==> config.mk <==
export PLATFORM = sky130hd
export DESIGN_NAME = d_cache_ctrl
export DESIGN_NICKNAME = d
export VERILOG_FILES = /design/src/rtl/d_cache_ctrl_pkg.sv /design/src/rtl/dcache_array.sv /design/src/rtl/d_cache_ctrl.sv
export SDC_FILE = /design/constraint.sdc
export NUM_CORES = 1
export LEC_CHECK = 0
export ABC_CLOCK_PERIOD_IN_PS = 3900
export CAP_MARGIN = 10
export CORE_MARGIN = 8
export CORE_UTILIZATION = 50
export CTS_BUF_LIST = sky130_fd_sc_hd__clkbuf_8
export DETAILED_ROUTE_END_ITERATION = 10
export GPL_TIMING_DRIVEN = 0
export PLACE_DENSITY = 0.8
export RECOVER_POWER = 100
export SYNTH_ARGS = -nofsm -noshare
export SYNTH_HDL_FRONTEND = slang
export SYNTH_SLANG_ARGS = --single-unit
==> constraint.sdc <==
create_clock -name CLK -period 3.9 [get_ports CLK]
set_clock_uncertainty 0.15 [all_clocks]
set_input_delay 0.585 -clock CLK [delete_from_list [all_inputs] [get_ports CLK]]
set_output_delay 0.585 -clock CLK [all_outputs]
set_load 0.02 [all_outputs]
==> src/rtl/d_cache_ctrl_pkg.sv <==
// rtl/d_cache_ctrl_pkg.sv - shared widths, FSM encodings and address field helpers for the data cache
package d_cache_ctrl_pkg;

    localparam int ADDR_W     = 12;
    localparam int OFFSET_W   = 2;
    localparam int INDEX_W    = 3;
    localparam int TAG_W      = 7;
    localparam int LINE_WORDS = 4;
    localparam int NUM_LINES  = 8;

    localparam logic [1:0] S_IDLE    = 2'd0;
    localparam logic [1:0] S_COMPARE = 2'd1;
    localparam logic [1:0] S_REFILL  = 2'd2;
    localparam logic [1:0] S_RESPOND = 2'd3;

    typedef struct packed {
        logic              wen;
        logic [3:0]        be;
        logic [ADDR_W-1:0] addr;
        logic [31:0]       di;
    } req_t;

    function automatic logic [OFFSET_W-1:0] addr_offset(input logic [ADDR_W-1:0] a);
        return a[OFFSET_W-1:0];
    endfunction

    function automatic logic [INDEX_W-1:0] addr_index(input logic [ADDR_W-1:0] a);
        return a[OFFSET_W+INDEX_W-1:OFFSET_W];
    endfunction

    function automatic logic [TAG_W-1:0] addr_tag(input logic [ADDR_W-1:0] a);
        return a[ADDR_W-1:OFFSET_W+INDEX_W];
    endfunction

endpackage

==> src/rtl/dcache_array.sv <==
// rtl/dcache_array.sv - tag/valid/data storage: combinational read, byte-enabled write, invalidate-all
module dcache_array
    import d_cache_ctrl_pkg::*;
(
    input  logic                CLK,
    input  logic                inval_all,
    input  logic [INDEX_W-1:0]  index,
    input  logic [OFFSET_W-1:0] rd_offset,
    output logic [TAG_W-1:0]    rd_tag,
    output logic                rd_valid,
    output logic [31:0]         rd_data,
    input  logic                wr_en,
    input  logic [OFFSET_W-1:0] wr_offset,
    input  logic [3:0]          wr_be,
    input  logic [31:0]         wr_data,
    input  logic                tag_we,
    input  logic [TAG_W-1:0]    tag_in,
    input  logic                clr_valid
);

    logic [31:0]          data_q [NUM_LINES][LINE_WORDS];
    logic [TAG_W-1:0]     tag_q  [NUM_LINES];
    logic [NUM_LINES-1:0] valid_q;

    assign rd_tag   = tag_q[index];
    assign rd_valid = valid_q[index];
    assign rd_data  = data_q[index][rd_offset];

    always_ff @(posedge CLK) begin
        if (inval_all) begin
            valid_q <= '0;
        end else if (clr_valid) begin
            valid_q[index] <= 1'b0;
        end else if (tag_we) begin
            valid_q[index] <= 1'b1;
        end
    end

    always_ff @(posedge CLK) begin
        if (tag_we) begin
            tag_q[index] <= tag_in;
        end
    end

    always_ff @(posedge CLK) begin
        for (int b = 0; b < 4; b++) begin
            if (wr_en && wr_be[b]) begin
                data_q[index][wr_offset][8*b +: 8] <= wr_data[8*b +: 8];
            end
        end
    end

endmodule

==> src/rtl/d_cache_ctrl.sv <==
// rtl/d_cache_ctrl.sv - direct-mapped write-through no-write-allocate data cache controller
module d_cache_ctrl
    import d_cache_ctrl_pkg::*;
(
    input  logic              CLK,
    input  logic              RSTn,
    input  logic              Cache_CSN,
    input  logic              Cache_WEN,
    input  logic [3:0]        Cache_BE,
    input  logic [ADDR_W-1:0] Cache_ADDR,
    input  logic [31:0]       Cache_DI,
    output logic [31:0]       Cache_DOUT,
    output logic              RDY,
    output logic              VALID,
    output logic              D_MEM_CSN,
    output logic              D_MEM_WEN,
    output logic [3:0]        D_MEM_BE,
    output logic [ADDR_W-1:0] D_MEM_ADDR,
    output logic [31:0]       D_MEM_DOUT,
    input  logic [31:0]       D_MEM_DI,
    output logic [31:0]       HIT_CNT,
    output logic [31:0]       MISS_CNT
);

    logic [1:0]       state_q;
    logic [2:0]       cnt_q;
    req_t             req_q;
    logic [31:0]      hit_q;
    logic [31:0]      miss_q;

    logic [TAG_W-1:0] rd_tag;
    logic             rd_valid;
    logic [31:0]      rd_data;
    logic             hit;
    logic             in_compare;
    logic             is_write;
    logic             refill_issue;
    logic             refill_capture;
    logic             tag_we;
    logic             clr_valid;
    logic [1:0]       cap_offset;

    assign hit        = rd_valid && (rd_tag == addr_tag(req_q.addr));
    assign in_compare = RSTn && (state_q == S_COMPARE);
    assign is_write   = in_compare && !req_q.wen;
    assign clr_valid  = in_compare && req_q.wen && !hit;

    // cnt_q runs 0..4: issue reads while cnt<4, capture word cnt-1 while cnt>0
    assign refill_issue   = RSTn && (state_q == S_REFILL) && (cnt_q != 3'd4);
    assign refill_capture = RSTn && (state_q == S_REFILL) && (cnt_q != 3'd0);
    assign tag_we         = RSTn && (state_q == S_REFILL) && (cnt_q == 3'd4);
    assign cap_offset     = cnt_q[1:0] - 2'd1;

    dcache_array u_array (
        .CLK       (CLK),
        .inval_all (!RSTn),
        .index     (addr_index(req_q.addr)),
        .rd_offset (addr_offset(req_q.addr)),
        .rd_tag    (rd_tag),
        .rd_valid  (rd_valid),
        .rd_data   (rd_data),
        .wr_en     (refill_capture || (is_write && hit)),
        .wr_offset (refill_capture ? cap_offset : addr_offset(req_q.addr)),
        .wr_be     (refill_capture ? 4'hF : req_q.be),
        .wr_data   (refill_capture ? D_MEM_DI : req_q.di),
        .tag_we    (tag_we),
        .tag_in    (addr_tag(req_q.addr)),
        .clr_valid (clr_valid)
    );

    assign RDY        = RSTn && (state_q == S_IDLE);
    assign VALID      = RSTn && (((state_q == S_COMPARE) && (!req_q.wen || hit)) || (state_q == S_RESPOND));
    assign Cache_DOUT = (VALID && req_q.wen) ? rd_data : '0;
    assign D_MEM_CSN  = !(is_write || refill_issue);
    assign D_MEM_WEN  = !is_write;
    assign D_MEM_BE   = is_write ? req_q.be : 4'h0;
    assign D_MEM_ADDR = is_write     ? req_q.addr :
                        refill_issue ? {req_q.addr[ADDR_W-1:OFFSET_W], cnt_q[1:0]} : '0;
    assign D_MEM_DOUT = is_write ? req_q.di : '0;
    assign HIT_CNT    = hit_q;
    assign MISS_CNT   = miss_q;

    always_ff @(posedge CLK) begin
        if (!RSTn) begin
            state_q <= S_IDLE;
            cnt_q   <= '0;
            req_q   <= '0;
            hit_q   <= '0;
            miss_q  <= '0;
        end else begin
            case (state_q)
                S_IDLE: begin
                    if (!Cache_CSN) begin
                        req_q   <= '{wen: Cache_WEN, be: Cache_BE, addr: Cache_ADDR, di: Cache_DI};
                        state_q <= S_COMPARE;
                    end
                end
                S_COMPARE: begin
                    if (hit) begin
                        hit_q <= hit_q + 32'd1;
                    end else begin
                        miss_q <= miss_q + 32'd1;
                    end
                    if (!req_q.wen || hit) begin
                        state_q <= S_IDLE;
                    end else begin
                        state_q <= S_REFILL;
                        cnt_q   <= '0;
                    end
                end
                S_REFILL: begin
                    cnt_q <= cnt_q + 3'd1;
                    if (cnt_q == 3'd4) begin
                        state_q <= S_RESPOND;
                    end
                end
                default: begin
                    state_q <= S_IDLE;
                end
            endcase
        end
    end

endmodule

# After elaboration in Yosys (flattened, before gate mapping)
# Memory sizes are Yosys's and may differ from the RTL's. A register that Yosys moved wholly into a read port is not among the register bits.
# Cells that the tools add are included.
# totals
ff_bits	126
mem_bits_rw	1080
input_bits	84
out_inout_bits	148
word_cells	886
memories	2
# op_classes
add_sub_neg	4
magnitude_cmp	5
n_eq_ne	9
mux	429
bitwise	391
n_reduce_logical	37
# memory_table
name	depth	word_bits	read_ports	rd_ports_with_merged_regs	write_ports	line	text
u_array.data_q	8	128	1	1	1	dcache_array.sv:21	logic [31:0] data_q [NUM_LINES][LINE_WORDS];
u_array.tag_q	8	7	1	1	1	dcache_array.sv:22	logic [TAG_W-1:0] tag_q [NUM_LINES];
# ops
operator	n
128-bit 2-to-1 mux	4
1-bit 2-to-1 mux	392
1-bit OR	384
32-bit demux with 2-bit select	4
32-bit 2-to-1 mux	6
32-bit by 1-bit adder with 32-bit output, second input constant	2
32-bit binary-select mux with 2-bit select	1
12-bit 2-to-1 mux	2
24-bit 2-to-1 mux	1
8-bit 2-to-1 mux	3
1-bit logical AND	20
16-bit 2-to-1 mux	1
3-bit 2-to-1 mux	5
2-bit AND reduction	5
8-bit AND	1
2-bit 2-to-1 mux	4
4-bit 2-to-1 mux	2
8-bit inverter	1
8-bit OR	1
7-bit equality test	1
3-bit greater-or-equal comparator, second input constant	2
2-bit inverter with 3-bit output	2
2-bit case mux with 3 select lines	1
3-bit case mux with 2 select lines	1
19 further kinds	29

# Depth between registers and ports, before layout
# Gate-level depths: netlist of run 1.
# logic_depth
ltp_word	13
mapped_depth	12
mapped_depth_nobuf	7

# By module
# A second synthesis of run 1 with hierarchy kept.
# unflattened
cells_unflattened	3262
hier_area_um2	48770.5
# by_module_without_submodules
module	n_inst	cells_per_inst	area_each_um2	seq_area_each_um2
dcache_array	1	2469	42597.1	32591.3
d_cache_ctrl	1	793	6173.4	2362.3

# Worst setup path after synthesis of run 1
# No wires, ideal clock.
# synth_path
path_kind	register to register
startpoint	register (tool-made name)
endpoint	memory u_array.data_q[1][16] in the netlist's numbering, enable pin
setup_time_ns	0.383
arrival_ns	3.089
required_ns	3.367
setup_slack_ns	0.278
stages_incl_launch_ff	11
n_path_buf	3
period_less_slack_ns	3.622
path_cell_list	dfxtp_1 -> buf_2 -> mux4_2 -> mux2i_1 -> xor2_1 -> o2111ai_1 -> buf_2 -> nor2_2 -> a31oi_1 -> clkbuf_1 -> nor3_1
# synth_lines
item	line
end, declared	dcache_array.sv:21

==> impl_metrics.yaml, run 1 <==
global_route:
  overflow: 0
  grt_pass1_wl_um: 200000
  antenna_found_initial: 2
  grt_usage: 0.258
  grt_pass1_vias: 29600
  grt_max_degree: 33
cts:
  clk_latency_ns: 0.87
  clkTransAtPathRegs_ns: 0.07
  clock_sink_count: 1209
  cts_buffers: 183
  cts_root_buf: "clkbuf_8"
  hold_buffers: 0
  cts_tree: "done"
  clk_path_buf_depth: 3
  h-tree-depth: 4
yosys:
  synth.ff_latch_count: 1209
  async_flop_share: 0
  ys_seq_area_frac: 0.729
  synth_enable_flop_cells: 1080
  ys.flop_type: "edfxtp_1"
  synth_top_cell_area_share: 0.675
  netlist_instances: 2558
  syn_area_per_cell_um2: 18.8
  synth_area_mm2: 0.0481
  netlist-cell-type-count: 58
  yosysTopAreaCell: "edfxtp_1"
  ys_warn_count: 0
  yosys-top-cells-area: "edfxtp_1 67%, mux4_2 16%, dfxtp_1 5.4%, nor2_1 1.2%, nand2_1 1.1%"
  synthesis.nets: 2646
worst_hold_path:
  hp-class: "in -> reg"
sta:
  finalMaxSlewViolations: 0
  setup_viol: 69
  setup_slack_ns: -0.662
  hold_viol: 0
  fmax_mhz: 219
  min_period_over_period: 1.17
  timing.slew.headroom: 0.0911
  layout_min_cycle_time_ns: 4.56
  worst_slew_pin_slew_ns: 1.36
  rsz0062_at_grt: "yes"
  holdWs_ns: 0.119
pwr:
  p_leak_nw: 18.9
  total_power_mw: 25.9
  power_density_mw_per_mm2: 446
  ir_worst_vdd_mv: 0.347
cells_and_area:
  drive_above_1_share: 0.324
  fillers: 6196
  post-route-util: 0.612
  stdcell_area_mm2: 0.0582
  syn2layout_area_growth_pct: 21.2
  fin_nets: 3120
floorplan:
  die_h_um: 326
  core_mm2: 0.0952
  start_util: 0.505
  die_w_um: 326
  dieArea_mm2: 0.106
  num_rows: 113
  num_io_pins: 232
route:
  routed_wl_um: 144000
  drt_pass1_iterations: 9
  drc: 0
  route.detailed.wl_per_inst_um: 32.3
  routed_via_density: 6.47
  vias: 28800
  drtAntennaViolNets: 0
  drt_iter0_drc: 4075
worst_setup_path:
  path_cells: "buf_12, mux4_2, mux2i_2, xor2_1, buf_4, o2111ai_4, buf_6, nor2_4, o2111ai_4, buf_12, buf_8, clkbuf_16, nor2_4, buf_6"
  required_ns: 3.16
  path_class: "reg -> out"
  cp_max_fo: 6
  reg2reg_to: "MISS_CNT[5]$_SDFFE_PN0P_"
  cp.depth: 14
  max_stage_delay_ns: 0.52
  critPathBufInv: 7
  worstPathArrival_ns: 3.83
  worst-r2r-setup-slack_ns: -0.03
  r2r_cells: 14
  cp_slowest_cell: "mux4_2"
  path_delay_family: "buffers and inverters"
  start_kind: "flip-flop"
  endpoint: "Cache_DOUT[19]"
  end_kind: "primary output"
place:
  placedInstanceArea_mm2: 0.0522
  io_buffers: 231
  dpl_worst_slack_ns: -1.93
  dp_hpwl_um: 90800
  gp_congestion: 0.881
job:
  cap_violations: 0
outcome:
  violations: "negative setup slack"
  status: "finished, violations left"
[synthesized netlist by cell type (all sizes together) (7+ instances only)]
| cell type | instances |
|---|---|
| xnor2 | 12 |
| or4 | 15 |
| a21oi | 86 |
| o21ai | 22 |
| nor3 | 58 |
| nand3b | 7 |
| edfxtp | 1080 |
| nand2b | 13 |
| nor4 | 12 |
| and2 | 40 |
| mux2 | 34 |
| xor2 | 12 |
| nand2 | 142 |
| nand3 | 30 |
| or3 | 18 |
| mux4 | 332 |
| nor2 | 152 |
| clkbuf | 112 |
| and3 | 21 |
| or2 | 14 |
| nand4 | 11 |
| mux2i | 44 |
| buf | 53 |
| inv | 21 |
| o211ai | 13 |
| dfxtp | 129 |
| a31oi | 11 |
| o31ai | 9 |
[state kept, by name, indices dropped and copies added, names as in the netlist, named ones only]
signal	flops
u_array.data_q	1024
state_q	2
MISS_CNT	32
cnt_q	3
HIT_CNT	32
u_array.tag_q	56
req_q	49
[worst min path at each step]
stage                                 startpoint                     end  slack [ns]  cells after the start
final                              Cache_ADDR[6]  req_q[38]$_SDFFE_PN0P_        0.12                      3
after global routing               Cache_ADDR[8]  req_q[40]$_SDFFE_PN0P_        0.11                      3
after CTS                          Cache_ADDR[7]  req_q[39]$_SDFFE_PN0P_        0.06                      3
after detailed placement  req_q[19]$_SDFFE_PN0P_  req_q[19]$_SDFFE_PN0P_        0.31                      2
after global placement    req_q[11]$_SDFFE_PN0P_  req_q[11]$_SDFFE_PN0P_        0.31                      2
after floorplan            req_q[0]$_SDFFE_PN0P_   req_q[0]$_SDFFE_PN0P_        0.29                      2
[repair_timing]
| action | 4_1_cts | 5_1_grt |
|---|---|---|
| buffers inserted | 34 | 11 |
| pin swaps | 50 | 23 |
| resized for setup | 735 | 113 |
| gates cloned | 2 | 0 |
| endpoints found under the hold margin | 0 | 0 |
| endpoints found under the setup margin | 1209 | 985 |
[worst reg2reg max path, delay by kind of cell, from the launching register on]
kind	cells	cell delay (ns)
flip-flops	1	0.39
buffers and inverters	7	1.27
multiplexers	2	0.72
AO/OA/AOI/OAI	3	0.84
XOR/XNOR	1	0.17
AND/OR/NAND/NOR	1	0.21
[layer usage]
metal / global-route usage / wire, um / vias to the layer above
li1: - / - / 11300
met1: 0.304 / 46900 / 14400
met2: 0.430 / 71200 / 2468
met3: 0.0748 / 17200 / 516
met4: 0.129 / 8270 / 4
met5: 0.0127 / 162 / -
[where the power goes]
group          switching, mW  internal, mW
Clock                   5.07          4.93
Combinational           1.05         0.676
Sequential            0.0578          14.2
[layout make-up]
| type | count | area (um2) | area share |
|---|---|---|---|
| flip-flops and latches | 1209 | 35000 | 0.601 |
| multi-input cells | 1162 | 13800 | 0.238 |
| repair buffers | 294 | 3100 | 0.0532 |
| clock buffers | 192 | 2640 | 0.0454 |
| well taps | 1265 | 1580 | 0.0272 |
| plain buffers | 160 | 1160 | 0.0199 |
| clock inverters | 134 | 790 | 0.0136 |
| inverters | 22 | 82.6 | 0.00142 |
| diodes | 5 | 12.5 | 0.000215 |
[cell families after synthesis]
| kind of cell | count (synthesis) | synth area share |
|---|---|---|
| flops | 1209 | 0.729 |
| simple gates | 550 | 0.0560 |
| mux | 410 | 0.173 |
| buf+inv | 187 | 0.0150 |
| compound gates | 174 | 0.0224 |
| xor+xnor | 24 | 0.00437 |
| fa+ha+maj | 4 | 0.00104 |
[placed cells by master (no fill, tap or decap), types with 21 or more instances in the layout]
cell                n
a21oi_1            84
and2_1             40
and3_1             21
buf_4              50
buf_6              50
clkbuf_1           47
clkbuf_2           24
clkbuf_4           23
clkbuf_8          199
clkdlybuf4s50_1   130
clkinv_1           41
clkinv_2           25
dfxtp_1           127
dlygate4sd3_1      64
edfxtp_1         1080
inv_1              72
mux2_2             34
mux2i_1            34
mux4_2            332
nand2_1           142
nand3_1            30
nor2_1             39
nor2_4            113
nor3_4             41
[per-stage QoR]
stage,TNS (ns),cells
floorplan,0,2558
CTS,-30.17,4431
global route,-33.69,4441
global placement,-1287.11,4054
detailed placement,-1253.82,4072
finish,-25.20,4443
No activity file was read; power rests on OpenSTA's default activity.
==> run 2, diff against run 1 <==
--- a/config.mk
+++ b/config.mk
@@ -7,12 +7,12 @@
 export LEC_CHECK = 0
 export ABC_CLOCK_PERIOD_IN_PS = 3900
 export CAP_MARGIN = 10
-export CORE_MARGIN = 8
-export CORE_UTILIZATION = 50
+export CORE_MARGIN = 2
+export CORE_UTILIZATION = 55
 export CTS_BUF_LIST = sky130_fd_sc_hd__clkbuf_8
 export DETAILED_ROUTE_END_ITERATION = 10
 export GPL_TIMING_DRIVEN = 0
-export PLACE_DENSITY = 0.8
+export PLACE_DENSITY = 0.86
 export RECOVER_POWER = 100
 export SYNTH_ARGS = -nofsm -noshare
 export SYNTH_HDL_FRONTEND = slang
==> impl_metrics.yaml, run 2 (synthesized netlist as in run 1, its figures left out) <==
floorplan:
  die_w_um: 300
  core_mm2: 0.0866
  start_util: 0.555
  dieArea_mm2: 0.0898
  die_h_um: 300
  num_io_pins: 232
  num_rows: 108
sta:
  rsz0062_at_grt: "yes"
  setup_viol: 103
  layout_min_cycle_time_ns: 4.50
  timing.slew.headroom: 0.0436
  finalMaxSlewViolations: 0
  worst_slew_pin_slew_ns: 1.43
  fmax_mhz: 222
  hold_viol: 0
  setup_slack_ns: -0.604
  min_period_over_period: 1.15
worst_setup_path:
  cp_max_fo: 10
  end_kind: "primary output"
  required_ns: 3.16
  start_kind: "flip-flop"
  path_class: "reg -> out"
  worstPathArrival_ns: 3.77
cells_and_area:
  post-route-util: 0.670
  fillers: 5081
  largest_reg_flops: 1024
  layout.cells.most_common: "edfxtp_1"
  mostFrequentLayoutCells: "1080 x edfxtp_1, 332 x mux4_2, 208 x clkbuf_8, 141 x nand2_1, 127 x dfxtp_1"
  syn2layout_area_growth_pct: 20.7
  drive_above_1_share: 0.321
  stdcell_area_mm2: 0.0580
  fin_nets: 3131
  regMostFlops: "u_array.data_q"
  top_regs: "u_array.data_q: 1024 flops, u_array.tag_q: 56 flops, req_q: 49 flops"
outcome:
  violations: "negative setup slack"
  status: "finished, violations left"
global_route:
  grt_max_degree: 33
  grt_pass1_wl_um: 204000
  grt_pass1_vias: 29600
  overflow: 0
  grt_usage: 0.321
  antenna_found_initial: 5
pwr:
  p_switching_mw: 6.26
  ir_worst_vdd_mv: 0.400
  pwr-share-seq: 0.549
  switching_share: 0.242
  p_leak_nw: 19.0
  p_comb_frac: 0.068
  pwr-share-clk: 0.383
  internal-power_mw: 19.6
  power_density_mw_per_mm2: 446
place:
  dp_hpwl_um: 89400
  io_buffers: 231
  placedInstanceArea_mm2: 0.0520
  gp_congestion: 0.953
route:
  routed_wl_um: 149000
  drc: 0
  vias: 29600
  drtAntennaViolNets: 0
  routed_via_density: 6.81
  route.detailed.wl_per_inst_um: 34.4
  drt_pass1_iterations: 6
  drt_iter0_drc: 5065
cts:
  cts_buffers: 182
  h-tree-depth: 4
  cts_tree: "done"
  cts_root_buf: "clkbuf_8"
  clk_path_buf_depth: 3
  clkTransAtPathRegs_ns: 0.06
  clock_sink_count: 1209
  clk_latency_ns: 0.84
job:
  cap_violations: 0
worst_hold_path:
  hp-class: "in -> reg"
## run 2: cell types whose count changed in the layout (fill, tap and decap cells not counted), moves of 9 or more
cell           change
nor2_4            -19
buf_4             +17
inv_1             +16
nor2_2            +16
dlygate4sd2_1     +10
buf_2              +9
buf_6              -9
clkbuf_4           -9
clkbuf_8           +9
## run 2: final timing paths
| path | start | to | slack [ns] | cells after the start |
|---|---|---|---|---|
| worst max register to register | cnt_q[0]$_SDFFE_PN0P_ | u_array.data_q[4][16]$_DFFE_PP_ | -0.08 | 7 |
| worst min register to register | req_q[6]$_SDFFE_PN0P_ | req_q[6]$_SDFFE_PN0P_ | 0.33 | 2 |
| worst min-delay path | Cache_DI[8] | req_q[8]$_SDFFE_PN0P_ | 0.16 | 3 |
| worst max-delay path | flip-flop | Cache_DOUT[30] | -0.60 | 8 |
## run 2: repair_timing
item                                    in CTS  in global routing
gates cloned                                 3                  0
hold buffers                                 0                  0
hold endpoints to repair                     0                  0
pin swaps                                   48                 21
resized for setup                          723                121
setup buffers                               39                 14
endpoints found under the setup margin    2066                958
## run 2: layout make-up
class	instances	area (um2)	share of cell area
sequential	1209	35000	0.604
multi-input combinational	1162	13700	0.237
timing repair buffer	306	3190	0.0549
clock buffer	197	2710	0.0467
tap	1155	1450	0.0249
buffer	160	1150	0.0199
clock inverter	132	664	0.0115
inverter	22	83.8	0.00145
antenna	4	10.0	0.000173
## run 2: per-layer routing
metal  share of wire  track usage  vias to the layer above  wire length, um
met3            0.15        0.111                      674            22400
met2            0.47        0.506                     3051            70100
met1            0.31        0.398                    14500            46400
met5         0.00085      0.00265                        -              127
met4           0.069        0.166                        6            10300
li1                -            -                    11300                -
## run 2: critical path: stages, from the launching register on
cell	delay, ns
dfxtp_4	0.39
buf_8	0.14
clkbuf_4	0.33
buf_4	0.36
mux4_2	0.62
mux4_2	0.56
mux2i_2	0.30
nor2_4	0.07
buf_6	0.13
## run 2: metrics by stage
stage	total power [mW]	cells	setup TNS, ns	setup WS [ns]	hold slack [ns]
6_report	25.9	4347	-19.65	-0.604	0.156
5_1_grt	26.4	4346	-24.28	-0.680	0.150
4_1_cts	25.5	4328	-24.63	-0.569	0.0947
3_5_place_dp	16.0	3961	-1986.87	-1.97	0.316
3_3_place_gp	15.9	3944	-2873.88	-2.85	0.305
2_1_floorplan	15.4	2558	0	0.278	0.292
## run 2: power groups by stage
stage                     Combinational [mW]  Sequential [mW]  Clock [mW]
after detailed placement                1.53             14.5           0
after global routing                    1.80             14.2        10.4
after global placement                  1.45             14.5           0
after floorplan                        0.912             14.5           0
final                                   1.77             14.2        9.92
after CTS                               1.65             14.2        9.69
